==> src/rtl/uart_rx_if.sv <==
// Byte-side handshake bundle for the UART receiver: data/valid/ready plus error pulses.
// The master side is the receiver; the slave side is the consuming fabric.
interface uart_rx_if #(
  parameter int DATA_BITS = 8
);
  logic [DATA_BITS-1:0] data;
  logic                 valid;
  logic                 ready;
  logic                 frame_err;
  logic                 parity_err;
  logic                 overrun;

  modport master (
    output data,
    output valid,
    output frame_err,
    output parity_err,
    output overrun,
    input  ready
  );

  modport slave (
    input  data,
    input  valid,
    input  frame_err,
    input  parity_err,
    input  overrun,
    output ready
  );
endinterface

==> src/rtl/uart_rx.sv <==
// Oversampling 8N1 UART receiver with 2-of-3 majority sampling and a valid/ready byte port.
// Optional parity checking is compiled in when UART_RX_PARITY_EN is defined.
module uart_rx #(
  parameter int OVERSAMPLING = 8,
  parameter int DATA_BITS    = 8,
  parameter int PARITY_ODD   = 0
) (
  input  logic      clk,
  input  logic      resetn,
  input  logic      baud_tick,
  input  logic      rx,
  uart_rx_if.master bus
);

  localparam int CW = $clog2(OVERSAMPLING);
  localparam int BW = $clog2(DATA_BITS);
  localparam logic [CW-1:0] CNT_LAST = CW'(OVERSAMPLING - 1);
  localparam logic [CW-1:0] SMP0     = CW'(OVERSAMPLING / 2 - 1);
  localparam logic [CW-1:0] SMP1     = CW'(OVERSAMPLING / 2);
  localparam logic [CW-1:0] SMP2     = CW'(OVERSAMPLING / 2 + 1);
  localparam logic [BW-1:0] BIT_LAST = BW'(DATA_BITS - 1);

  typedef enum logic [2:0] {
    S_IDLE,
    S_START,
    S_DATA,
`ifdef UART_RX_PARITY_EN
    S_PARITY,
`endif
    S_STOP,
    S_BREAK
  } state_t;

  function automatic logic maj3(input logic a, input logic b, input logic c);
    return (a & b) | (a & c) | (b & c);
  endfunction

  state_t               r_state;
  logic [CW-1:0]        r_cnt;
  logic [BW-1:0]        r_bitcnt;
  logic [DATA_BITS-1:0] r_shift;
  logic [2:0]           r_smp;
  logic                 r_rx_meta;
  logic                 r_rx_s;

  state_t               w_state_next;
  logic [CW-1:0]        w_cnt_next;
  logic [BW-1:0]        w_bitcnt_next;
  logic [DATA_BITS-1:0] w_shift_next;
  logic [2:0]           w_smp_next;
  logic                 w_maj;
  logic                 w_stop;
  logic                 w_deliver;
  logic                 w_ferr;

`ifdef UART_RX_PARITY_EN
  logic r_par_bad;
  logic w_par_bad_next;
  logic w_perr;
`endif

  assign w_maj  = maj3(r_smp[0], r_smp[1], r_smp[2]);
  // The stop decision happens on the third sample tick, so the live sample stands in for r_smp[2].
  assign w_stop = maj3(r_smp[0], r_smp[1], r_rx_s);

  always_ff @(posedge clk) begin
    if (!resetn) begin
      r_rx_meta <= 1'b1;
      r_rx_s    <= 1'b1;
      r_state   <= S_IDLE;
      r_cnt     <= '0;
      r_bitcnt  <= '0;
      r_shift   <= '0;
      r_smp     <= '0;
`ifdef UART_RX_PARITY_EN
      r_par_bad <= 1'b0;
`endif
    end else begin
      r_rx_meta <= rx;
      r_rx_s    <= r_rx_meta;
      r_state   <= w_state_next;
      r_cnt     <= w_cnt_next;
      r_bitcnt  <= w_bitcnt_next;
      r_shift   <= w_shift_next;
      r_smp     <= w_smp_next;
`ifdef UART_RX_PARITY_EN
      r_par_bad <= w_par_bad_next;
`endif
    end
  end

  always_comb begin
    w_state_next  = r_state;
    w_cnt_next    = r_cnt;
    w_bitcnt_next = r_bitcnt;
    w_shift_next  = r_shift;
    w_smp_next    = r_smp;
    w_deliver     = 1'b0;
    w_ferr        = 1'b0;
`ifdef UART_RX_PARITY_EN
    w_par_bad_next = r_par_bad;
    w_perr         = 1'b0;
`endif

    if (baud_tick) begin
      if (r_state != S_IDLE && r_state != S_BREAK) begin
        w_cnt_next = (r_cnt == CNT_LAST) ? '0 : r_cnt + CW'(1);
        if (r_cnt == SMP0) w_smp_next[0] = r_rx_s;
        if (r_cnt == SMP1) w_smp_next[1] = r_rx_s;
        if (r_cnt == SMP2) w_smp_next[2] = r_rx_s;
      end

      case (r_state)
        S_IDLE: begin
          if (!r_rx_s) begin
            w_state_next = S_START;
            w_cnt_next   = CW'(1);
`ifdef UART_RX_PARITY_EN
            w_par_bad_next = 1'b0;
`endif
          end
        end
        S_START: begin
          if (r_cnt == CNT_LAST) begin
            w_bitcnt_next = '0;
            w_state_next  = w_maj ? S_IDLE : S_DATA;
          end
        end
        S_DATA: begin
          if (r_cnt == CNT_LAST) begin
            w_shift_next = {w_maj, r_shift[DATA_BITS-1:1]};
            if (r_bitcnt == BIT_LAST) begin
`ifdef UART_RX_PARITY_EN
              w_state_next = S_PARITY;
`else
              w_state_next = S_STOP;
`endif
            end else begin
              w_bitcnt_next = r_bitcnt + BW'(1);
            end
          end
        end
`ifdef UART_RX_PARITY_EN
        S_PARITY: begin
          if (r_cnt == CNT_LAST) begin
            w_par_bad_next = w_maj != ((^r_shift) ^ PARITY_ODD[0]);
            w_state_next   = S_STOP;
          end
        end
`endif
        S_STOP: begin
          if (r_cnt == SMP2) begin
            w_cnt_next = '0;
`ifdef UART_RX_PARITY_EN
            if (w_stop) begin
              w_state_next = S_IDLE;
              w_deliver    = !r_par_bad;
              w_perr       = r_par_bad;
            end else begin
              w_state_next = S_BREAK;
              w_ferr       = 1'b1;
              w_perr       = r_par_bad;
            end
`else
            if (w_stop) begin
              w_state_next = S_IDLE;
              w_deliver    = 1'b1;
            end else begin
              w_state_next = S_BREAK;
              w_ferr       = 1'b1;
            end
`endif
          end
        end
        S_BREAK: begin
          if (r_rx_s) w_state_next = S_IDLE;
        end
        default: begin
          w_state_next = S_IDLE;
          w_cnt_next   = '0;
        end
      endcase
    end
  end

  // A byte arriving while the previous one is still unaccepted is dropped and flagged.
  always_ff @(posedge clk) begin
    if (!resetn) begin
      bus.data       <= '0;
      bus.valid      <= 1'b0;
      bus.frame_err  <= 1'b0;
      bus.parity_err <= 1'b0;
      bus.overrun    <= 1'b0;
    end else begin
      bus.frame_err <= w_ferr;
      bus.overrun   <= 1'b0;
`ifdef UART_RX_PARITY_EN
      bus.parity_err <= w_perr;
`else
      bus.parity_err <= 1'b0;
`endif
      if (w_deliver) begin
        if (!bus.valid || bus.ready) begin
          bus.data  <= r_shift;
          bus.valid <= 1'b1;
        end else begin
          bus.overrun <= 1'b1;
        end
      end else if (bus.valid && bus.ready) begin
        bus.valid <= 1'b0;
      end
    end
  end

endmodule

==> src/flat_wrapper.sv <==
// flat-port wrapper written by rule: the top's interface ports become plain ports
module uart_rx_flat 
#(
  parameter int OVERSAMPLING = 8,
  parameter int DATA_BITS    = 8,
  parameter int PARITY_ODD   = 0
)
  (clk, resetn, baud_tick, rx, bus_data, bus_valid, bus_frame_err, bus_parity_err, bus_overrun, bus_ready);
  uart_rx_if #(.DATA_BITS(DATA_BITS)) bus_i ();
  input  logic clk;
  input  logic resetn;
  input  logic baud_tick;
  input  logic rx;
  output wire logic [$bits(bus_i.data)-1:0] bus_data;
  output wire logic [$bits(bus_i.valid)-1:0] bus_valid;
  output wire logic [$bits(bus_i.frame_err)-1:0] bus_frame_err;
  output wire logic [$bits(bus_i.parity_err)-1:0] bus_parity_err;
  output wire logic [$bits(bus_i.overrun)-1:0] bus_overrun;
  input wire logic [$bits(bus_i.ready)-1:0] bus_ready;
  assign bus_data = bus_i.data;
  assign bus_valid = bus_i.valid;
  assign bus_frame_err = bus_i.frame_err;
  assign bus_parity_err = bus_i.parity_err;
  assign bus_overrun = bus_i.overrun;
  assign bus_i.ready = bus_ready;
  uart_rx #(.OVERSAMPLING(OVERSAMPLING), .DATA_BITS(DATA_BITS), .PARITY_ODD(PARITY_ODD)) u_core (.clk(clk), .resetn(resetn), .baud_tick(baud_tick), .rx(rx), .bus(bus_i));
endmodule
==> config.mk <==
export PLATFORM = sky130hd
export DESIGN_NAME = uart_rx_flat
export DESIGN_NICKNAME = d
export VERILOG_FILES = /design/src/rtl/uart_rx_if.sv /design/src/rtl/uart_rx.sv /design/src/flat_wrapper.sv
export SDC_FILE = /design/constraint.sdc
export NUM_CORES = 1
export LEC_CHECK = 0
export CAP_MARGIN = 25
export CORE_MARGIN = 3
export CORE_UTILIZATION = 55
export DETAILED_ROUTE_END_ITERATION = 12
export PLACE_DENSITY = 0.78
export SYNTH_ARGS = -nofsm -noshare
export SYNTH_HDL_FRONTEND = slang
export SYNTH_SLANG_ARGS = --single-unit
==> constraint.sdc <==
create_clock -name clk -period 4.1 [get_ports clk]
set_clock_uncertainty 0.2 [all_clocks]
set_input_delay 0.41 -clock clk [delete_from_list [all_inputs] [get_ports clk]]
set_output_delay 0.41 -clock clk [all_outputs]
set_load 0.005 [all_outputs]
==> impl_metrics.yaml, run 1 <==
floorplan:
  die_h_um: 58.4
  ioPinCount: 17
  fp.coreArea_um2: 2540
  rows: 18
  start_util: 0.593
  die_area_um2: 3410
  die_x_um: 58.4
power_and_ir_drop:
  p_leak_nw: 0.603
  worst_ir_drop_vdd_v: 0.000332
  power_density_nw_per_um2: 312
clock_tree:
  post_cts_buffers: 0
  post_cts_resized: 0
  cts_hold_buf: 0
  cts_root_buf: "clkbuf_4"
  clock_latency_ns: 0.33
  numCtsBuffers: 5
  clock_sinks: 33
  cts_tree: "built"
  cts.reportedPaths.clkPinSlew_ns: 0.10
  cts_max_path_buffers: 2
  cts_max_level: 2
run:
  maxCapViolCount: 0
critical_path:
  cp_max_fo: 25
  critPathArrivalTime_ns: 2.43
  critical_path_class: "in -> reg"
  start_kind: "input port"
  r2r_cells: 5
  worstPathRequired_ns: 4.16
  cp-end-kind: "flip-flop"
synthesis:
  synth_nets: 177
  synth_compound_area_frac: 0.115
  synth_top_family_by_area: "simple AND/OR/NAND/NOR gates"
  synth_area_leader_cell: "dfxtp_1"
  synth_cells: 165
  synthMuxAreaShare: 0.0795
  synth-seq-cells: 33
  synth_xor_area_frac: 0.00580
  syn_area_um2: 1510
  synthAdderAreaFrac: 0.0721
  ys_seq_area_frac: 0.437
  synthDistinctLibCells: 42
  netlist_top_cells_area: "dfxtp_1 (44%), mux2i_1 (8.0%), ha_1 (5.8%), o21ai_0 (4.6%), nand3_1 (4.3%)"
  synth.avg_cell_area_um2: 9.15
  yosys.area_share.simple: 0.213
  synth_top_area_frac: 0.437
  yosys_warnings: 0
sta:
  relSlewSlack: 0.479
  finalSetupViolCount: 0
  fmax_ghz: 0.423
  holdWs_ns: 0.242
  fin_crit_sh: 0.577
  worstMarginPinSlew_ns: 0.780
  fin_setup_tns_ns: 0
  rsz0062_at_grt: "no"
  finalHoldViolations: 0
  slew_violations: 0
  fin_crit_ns: 2.37
place:
  dpl_cell_area_um2: 1610
  gp_congestion: 0.809
  dp_hpwl_um: 2020
  portBuffers: 15
final_layout:
  drive_gt1_frac: 0.0782
  final_area_um2: 1670
  utilization: 0.655
  n_antenna_cell: 0
  area_growth_pct: 10.4
  layout.nets: 190
  nFillCells: 224
routing:
  vias_per_cell: 5.65
  ant_nets: 0
  wl_per_cell_um: 13.2
  drt-initial-drc-count: 32
  vias: 1181
  drc: 0
  drt-total-wl_um: 2770
  dr.pass1.iters: 4
global_route:
  grt_max_degree: 26
  first_global_vias: 1135
  globalRouteTotalUtil: 0.184
  antenna_found_initial: 0
  grt_pass1_wl_um: 4810
  grt.overflow.total: 0
min_path:
  holdPathStages: 1
  hold_class: "reg -> reg"
outcome:
  outcome: "finished clean"
==> worst paths after layout <==
path / from / end / slack, ns
worst max-delay path: resetn / u_core.r_state[2] / 1.73
worst min-delay path: u_core.r_rx_meta / u_core.r_rx_s / 0.24
worst max register to register: u_core.r_cnt[0] / u_core.r_state[0] / 1.97
worst min register to register: u_core.r_rx_meta / u_core.r_rx_s / 0.24
==> flip-flops by register name, summed over array words and instances (netlist names), 3 cells and up <==
| signal | cells |
|---|---|
| u_core.r_shift | 8 |
| u_core.r_cnt | 3 |
| u_core.r_bitcnt | 3 |
| u_core.bus.data | 8 |
| u_core.r_smp | 3 |
| u_core.r_state | 3 |
==> power by group <==
group / leakage, nW / internal, mW / switching (mW)
sequential: 0.266 / 0.322 / 0.00295
clock: 0.0310 / 0.0646 / 0.109
combinational: 0.305 / 0.00854 / 0.0125
==> area by class of cell <==
type	instances	area, um^2	share of cell area
multi-input cells	116	737	0.442
flip-flops and latches	33	661	0.396
repair buffers	15	150	0.0901
clock buffers	5	37.5	0.0225
well taps	30	37.5	0.0225
inverters	7	26.3	0.0158
clock inverters	3	17.5	0.0105
==> per-layer routing <==
| layer | GRT usage | vias up | part of all wire |
|---|---|---|---|
| li1 | - | 601 | - |
| met1 | 0.212 | 550 | 0.45 |
| met2 | 0.309 | 24 | 0.49 |
| met3 | 0.0636 | 6 | 0.046 |
| met4 | 0.0795 | 0 | 0.011 |
| met5 | 0 | - | 0 |
==> stage by stage <==
step	power (mW)	setup slack, ns	instances
detailed placement	0.354	1.35	201
floorplan	0.349	2.21	165
global placement	0.353	1.42	201
global route	0.542	1.58	209
finish	0.520	1.73	209
CTS	0.524	1.71	209
==> synth_stat cells (all sizes together) <==
cell type / number
dfxtp: 33
nand2: 17
nor2: 16
o21ai: 14
nand3: 13
mux2i: 12
ha: 7
inv: 7
clkbuf: 5
nand2b: 4
nor3: 4
buf: 3
a21oi: 2
a22oi: 2
maj3: 2
nor2b: 2
o211ai: 2
or3: 2
a221oi: 1
a311o: 1
a31oi: 1
and3: 1
and4: 1
clkdlybuf4s15: 1
conb: 1
nand3b: 1
nand4: 1
nor3b: 1
nor4: 1
o21a: 1
o21bai: 1
o22ai: 1
o31ai: 1
o32ai: 1
or4: 1
xor2: 1
==> placed cells by master (no fill, tap or decap), types with 2 or more instances in the layout <==
master,n
nor2_1,15
a21oi_1,2
o211ai_1,2
inv_1,6
nor3_1,4
ha_1,7
clkinv_2,2
nand2b_1,4
or3_1,2
nand2_1,17
dfxtp_1,33
nor2b_1,2
clkdlybuf4s50_1,15
mux2i_1,12
o21ai_0,14
a22oi_1,2
clkbuf_4,5
nand3_1,13
==> logic make-up after synthesis <==
logic type                 Yosys count
buffers and inverters               16
and+or+nand+nor                     65
xor gates and xnor gates             1
other                                1
muxes                               12
adders and majority gates            9
DFF                                 33
AOI/OAI and AO/OA                   28
==> critical path: stages <==
cell and delay, ns:
clkdlybuf4s50_1 0.98, inv_2 0.31, or4_4 0.59, mux2i_1 0.13
No activity file was read; power rests on OpenSTA's default activity.
==> inputs of run 2 (changes only) <==
CORE_UTILIZATION = 54   (was 55)
PLACE_DENSITY = 0.77   (was 0.78)
clock period = 2.2 ns   (was 4.1 ns; I/O delays follow)
==> run 2 against run 1 <==
  * Hold slack worse by 0.019 ns
  * Via count is 0.42% higher
  * Sequential share of layout area is 1.2 points lower
  * Non-clock buffer count is 3 higher
  * Combinational power is 100% higher
  * Sequential power is 86% higher
  * Worst setup slack worse by 1.6 ns
  * Utilization is 1.5 points higher
  * Critical path type is now reg -> reg
  * Critical endpoint is now u_core.r_state[0]
  * Largest cell class unchanged
==> impl_metrics.yaml, run 2 (same netlist as run 1, synthesis figures left out) <==
outcome:
  outcome: "finished clean"
sta:
  rsz0062_at_grt: "no"
  slew_violations: 0
  fmax_ghz: 0.480
  finalSetupViolCount: 0
  fin_crit_sh: 0.947
  holdWs_ns: 0.224
  fin_setup_tns_ns: 0
  finalHoldViolations: 0
  fin_crit_ns: 2.08
  setup_ws_ns: 0.116
place:
  portBuffers: 15
  gp_congestion: 0.886
  pre_cts_ws_ns: 0.138
  dp_cells: 204
  dp_hpwl_um: 2080
critical_path:
  critPathArrivalTime_ns: 2.14
  start_kind: "flip-flop"
  critical_path_class: "reg -> reg"
  cp_max_fo: 5
  worstPathRequired_ns: 2.26
  cp-end-kind: "flip-flop"
  crit_path_cell_trace: "ha_1 -> ha_1 -> a311o_2 -> o211ai_1 -> mux2i_1"
  slowest_stage: "a311o_2"
  cpPeakStageDelay_ns: 0.38
  worst_path_most_repeated_cell: "ha_1"
final_layout:
  final_cells: 212
  utilization: 0.670
  n_antenna_cell: 0
  area_growth_pct: 13.8
  nFillCells: 221
  biggestRegsByFlops: "u_core.bus.data x8, u_core.r_shift x8"
  drive_gt1_frac: 0.0879
  final_common_cell: "dfxtp_1"
  layout.nets: 193
  layout_common_cells: "dfxtp_1 (33), nand2_1 (17), nor2_1 (15), clkdlybuf4s50_1 (15), o21ai_0 (14)"
clock_tree:
  post_cts_buffers: 0
  cts_hold_buf: 0
  clock_sinks: 33
  clock_latency_ns: 0.33
  cts.reportedPaths.clkPinSlew_ns: 0.10
  numCtsBuffers: 5
  cts_max_path_buffers: 2
  post_cts_resized: 0
  cts_max_level: 2
  cts_root_buf: "clkbuf_4"
  cts_tree: "built"
min_path:
  hold_class: "reg -> reg"
routing:
  drt-total-wl_um: 2810
  wl_met1_um: 1330
  met2_length_um: 1340
  dr.pass1.iters: 5
  top_layer: "met4"
  vias_per_cell: 5.59
  drc: 0
  drt-initial-drc-count: 33
  ant_nets: 0
  vias: 1186
  wl_per_cell_um: 13.3
  wl_met3_um: 113
run:
  maxCapViolCount: 0
global_route:
  grt_pass1_wl_um: 4850
  grt.overflow.total: 0
  antenna_found_initial: 0
  first_global_vias: 1111
  globalRouteTotalUtil: 0.184
  grt_max_degree: 25
floorplan:
  rows: 18
  die_x_um: 58.9
  die_h_um: 58.9
  fp.coreArea_um2: 2570
  die_area_um2: 3470
  ioPinCount: 17
  start_util: 0.588
power_and_ir_drop:
  sequentialPowerShare: 0.542
  power_density_nw_per_um2: 651
  clockPowerShare: 0.420
  worst_ir_drop_vdd_v: 0.000722
  switching_share: 0.204
  p_int_mw: 0.890
  combPwrFrac: 0.038
  p_leak_nw: 0.631
  p_switching_mw: 0.228
==> run 2: power groups by stage <==
stage / Sequential [mW] / Combinational [mW] / Clock, mW
after floorplan: 0.617 / 0.0333 / 0
after global placement: 0.619 / 0.0413 / 0
after detailed placement: 0.620 / 0.0429 / 0
after CTS: 0.606 / 0.0432 / 0.484
after global routing: 0.607 / 0.0474 / 0.512
final: 0.606 / 0.0430 / 0.469
==> run 2: worst paths after layout <==
| check | from | endpoint | slack (ns) | depth (start not counted) |
|---|---|---|---|---|
| setup / recovery | u_core.r_cnt[0] | u_core.r_state[0] | 0.12 | 5 |
| hold reg to reg | u_core.r_rx_meta | u_core.r_rx_s | 0.22 | 1 |
| setup reg to reg | u_core.r_cnt[0] | u_core.r_state[0] | 0.12 | 5 |
| hold / removal | u_core.r_rx_meta | u_core.r_rx_s | 0.22 | 1 |
==> run 2: stage by stage <==
step | power, mW | area [um^2]
global route | 1.17 | 1720
CTS | 1.13 | 1720
detailed placement | 0.663 | 1630
floorplan | 0.650 | 1510
global placement | 0.660 | 1630
finish | 1.12 | 1720
==> run 2: area by class of cell <==
| class | instances | area (um^2) | share of cell area |
|---|---|---|---|
| tap | 30 | 37.5 | 0.0218 |
| clock buffer | 7 | 55.1 | 0.0320 |
| sequential | 33 | 661 | 0.384 |
| multi-input combinational | 116 | 737 | 0.429 |
| clock inverter | 1 | 30.0 | 0.0175 |
| timing repair buffer | 18 | 173 | 0.100 |
| inverter | 7 | 26.3 | 0.0153 |
==> run 2: worst max-delay path: cells and delay by family, from the launching register on <==
kind / cells / cell delay, ns
compound gates: 2 / 0.75
fa+ha+maj: 2 / 0.49
flops: 1 / 0.35
mux: 1 / 0.23
==> run 2: per-layer routing <==
layer / vias up / track usage
met5: - / 0
met4: 0 / 0.0518
met3: 3 / 0.0746
met2: 22 / 0.273
met1: 556 / 0.248
li1: 605 / -
==> inputs of run 3 (changes only) <==
CORE_UTILIZATION = 55   (was 54)
CTS_BUF_LIST = sky130_fd_sc_hd__clkbuf_8   (was not set)
PLACE_DENSITY = 0.78   (was 0.77)
==> run 3 against run 2 <==
  * Clock power decreased by 10%
  * Via count increased by 2.4%
  * Non-clock buffer count increased by 2
  * Routed wire length decreased by 1.0%
  * Maximum frequency increased by 4.3%
==> impl_metrics.yaml, run 3 (same netlist as run 1, synthesis figures left out) <==
final_layout:
  layout.nets: 195
  final_cells: 214
  biggestRegsByFlops: "u_core.bus.data x8, u_core.r_shift x8"
  final_area_um2: 1730
  area_growth_pct: 14.7
  layout_common_cells: "dfxtp_1 (33), nand2_1 (17), nor2_1 (15), clkdlybuf4s50_1 (15), o21ai_0 (14)"
  utilization: 0.680
  drive_gt1_frac: 0.0978
  n_antenna_cell: 0
  final_common_cell: "dfxtp_1"
critical_path:
  slowest_stage: "a311o_2"
  critical_path_class: "reg -> reg"
  cp.depth: 6
  crit_family: "compound AO/OA/AOI/OAI gates"
  crit_path_start: "u_core.r_cnt[0]"
  cp-end-kind: "flip-flop"
  path_buf_inv: 1
  r2r_start: "u_core.r_cnt[0]"
  cpPeakStageDelay_ns: 0.38
  start_kind: "flip-flop"
  crit_path_cell_trace: "ha_1 -> ha_1 -> a311o_2 -> o211ai_1 -> buf_4 -> mux2i_1"
  r2r_cells: 6
  worstPathRequired_ns: 2.21
  worst_path_most_repeated_cell: "ha_1"
  cp_max_fo: 5
  critPathArrivalTime_ns: 2.01
global_route:
  antenna_found_initial: 0
  first_global_vias: 1122
  globalRouteTotalUtil: 0.185
  grt_max_degree: 25
  grt.overflow.total: 0
  grt_pass1_wl_um: 4710
clock_tree:
  clock_latency_ns: 0.28
  cts_root_buf: "clkbuf_8"
  numCtsBuffers: 5
  cts_hold_buf: 0
  cts_max_level: 2
  cts.reportedPaths.clkPinSlew_ns: 0.06
  post_cts_resized: 0
  cts_max_path_buffers: 2
  cts_tree: "built"
  clock_sinks: 33
routing:
  vias: 1215
  drc: 0
  ant_nets: 0
  drt-initial-drc-count: 57
  vias_per_cell: 5.68
  wl_per_cell_um: 13.0
  dr.pass1.iters: 4
  drt-total-wl_um: 2790
outcome:
  outcome: "finished clean"
power_and_ir_drop:
  combPwrFrac: 0.041
  p_leak_nw: 0.644
  clockPowerShare: 0.393
  p_switching_mw: 0.237
  sequentialPowerShare: 0.566
  switching_share: 0.221
  power_density_nw_per_um2: 619
  worst_ir_drop_vdd_v: 0.000613
  p_int_mw: 0.834
floorplan:
  start_util: 0.593
  die_h_um: 58.4
  fp.coreArea_um2: 2540
  die_x_um: 58.4
  ioPinCount: 17
  rows: 18
  die_area_um2: 3410
min_path:
  hp-start: "u_core.r_rx_meta"
  hold_class: "reg -> reg"
  holdPathStages: 1
place:
  dp_hpwl_um: 2040
  pre_cts_ws_ns: 0.123
  dp_cells: 205
  gp_congestion: 0.906
  dpl_cell_area_um2: 1640
  portBuffers: 15
sta:
  fin_crit_sh: 0.908
  setup_ws_ns: 0.201
  finalHoldViolations: 0
  fin_setup_tns_ns: 0
  fmax_ghz: 0.500
  rsz0062_at_grt: "no"
  slew_violations: 0
  fin_crit_ns: 2.00
  finalSetupViolCount: 0
run:
  maxCapViolCount: 0
-- run 3: cell types whose count changed in the layout (fill, tap and decap cells not counted) --
cell	delta
clkbuf_4	-5
clkbuf_8	+4
buf_4	+2
clkinv_2	+2
bufinv_16	-1
clkbuf_1	-1
inv_1	+1
-- run 3: final timing paths --
path         slack (ns)                 to
max reg2reg        0.20  u_core.r_state[2]
max                0.20  u_core.r_state[2]
min                0.21      u_core.r_rx_s
min reg2reg        0.21      u_core.r_rx_s
-- run 3: layer usage --
| layer | GRT usage | wire length, um | vias up |
|---|---|---|---|
| met2 | 0.292 | 1290 | 35 |
| li1 | - | - | 608 |
| met1 | 0.219 | 1260 | 565 |
| met4 | 0.119 | 78 | 0 |
| met3 | 0.0526 | 159 | 7 |
| met5 | 0 | 0 | - |
-- run 3: repair_timing --
item,4_1_cts,5_1_grt
buffers inserted,0,1
hold endpoints to repair,0,0
endpoints found under the setup margin,0,3
-- run 3: per-stage QoR --
step	total power, mW	hold WS (ns)
after floorplan	0.650	0.121
after global placement	0.660	0.191
after detailed placement	0.662	0.197
after CTS	1.09	0.212
after global routing	1.11	0.263
final	1.07	0.210
-- run 3: layout make-up --
class | instances | area, um^2
clock buffer | 5 | 68.8
clock inverter | 3 | 13.8
fill | 209 | 813
inverter | 7 | 26.3
multi-input combinational | 116 | 737
sequential | 33 | 661
tap | 30 | 37.5
timing repair buffer | 20 | 188
-- run 3: power by group through the flow --
stage          clock (mW)  sequential, mW  combinational (mW)
2_1_floorplan           0           0.617              0.0333
6_report            0.421           0.606              0.0435
4_1_cts             0.437           0.606              0.0427
3_5_place_dp            0           0.620              0.0427
5_1_grt             0.459           0.607              0.0481
3_3_place_gp            0           0.619              0.0415
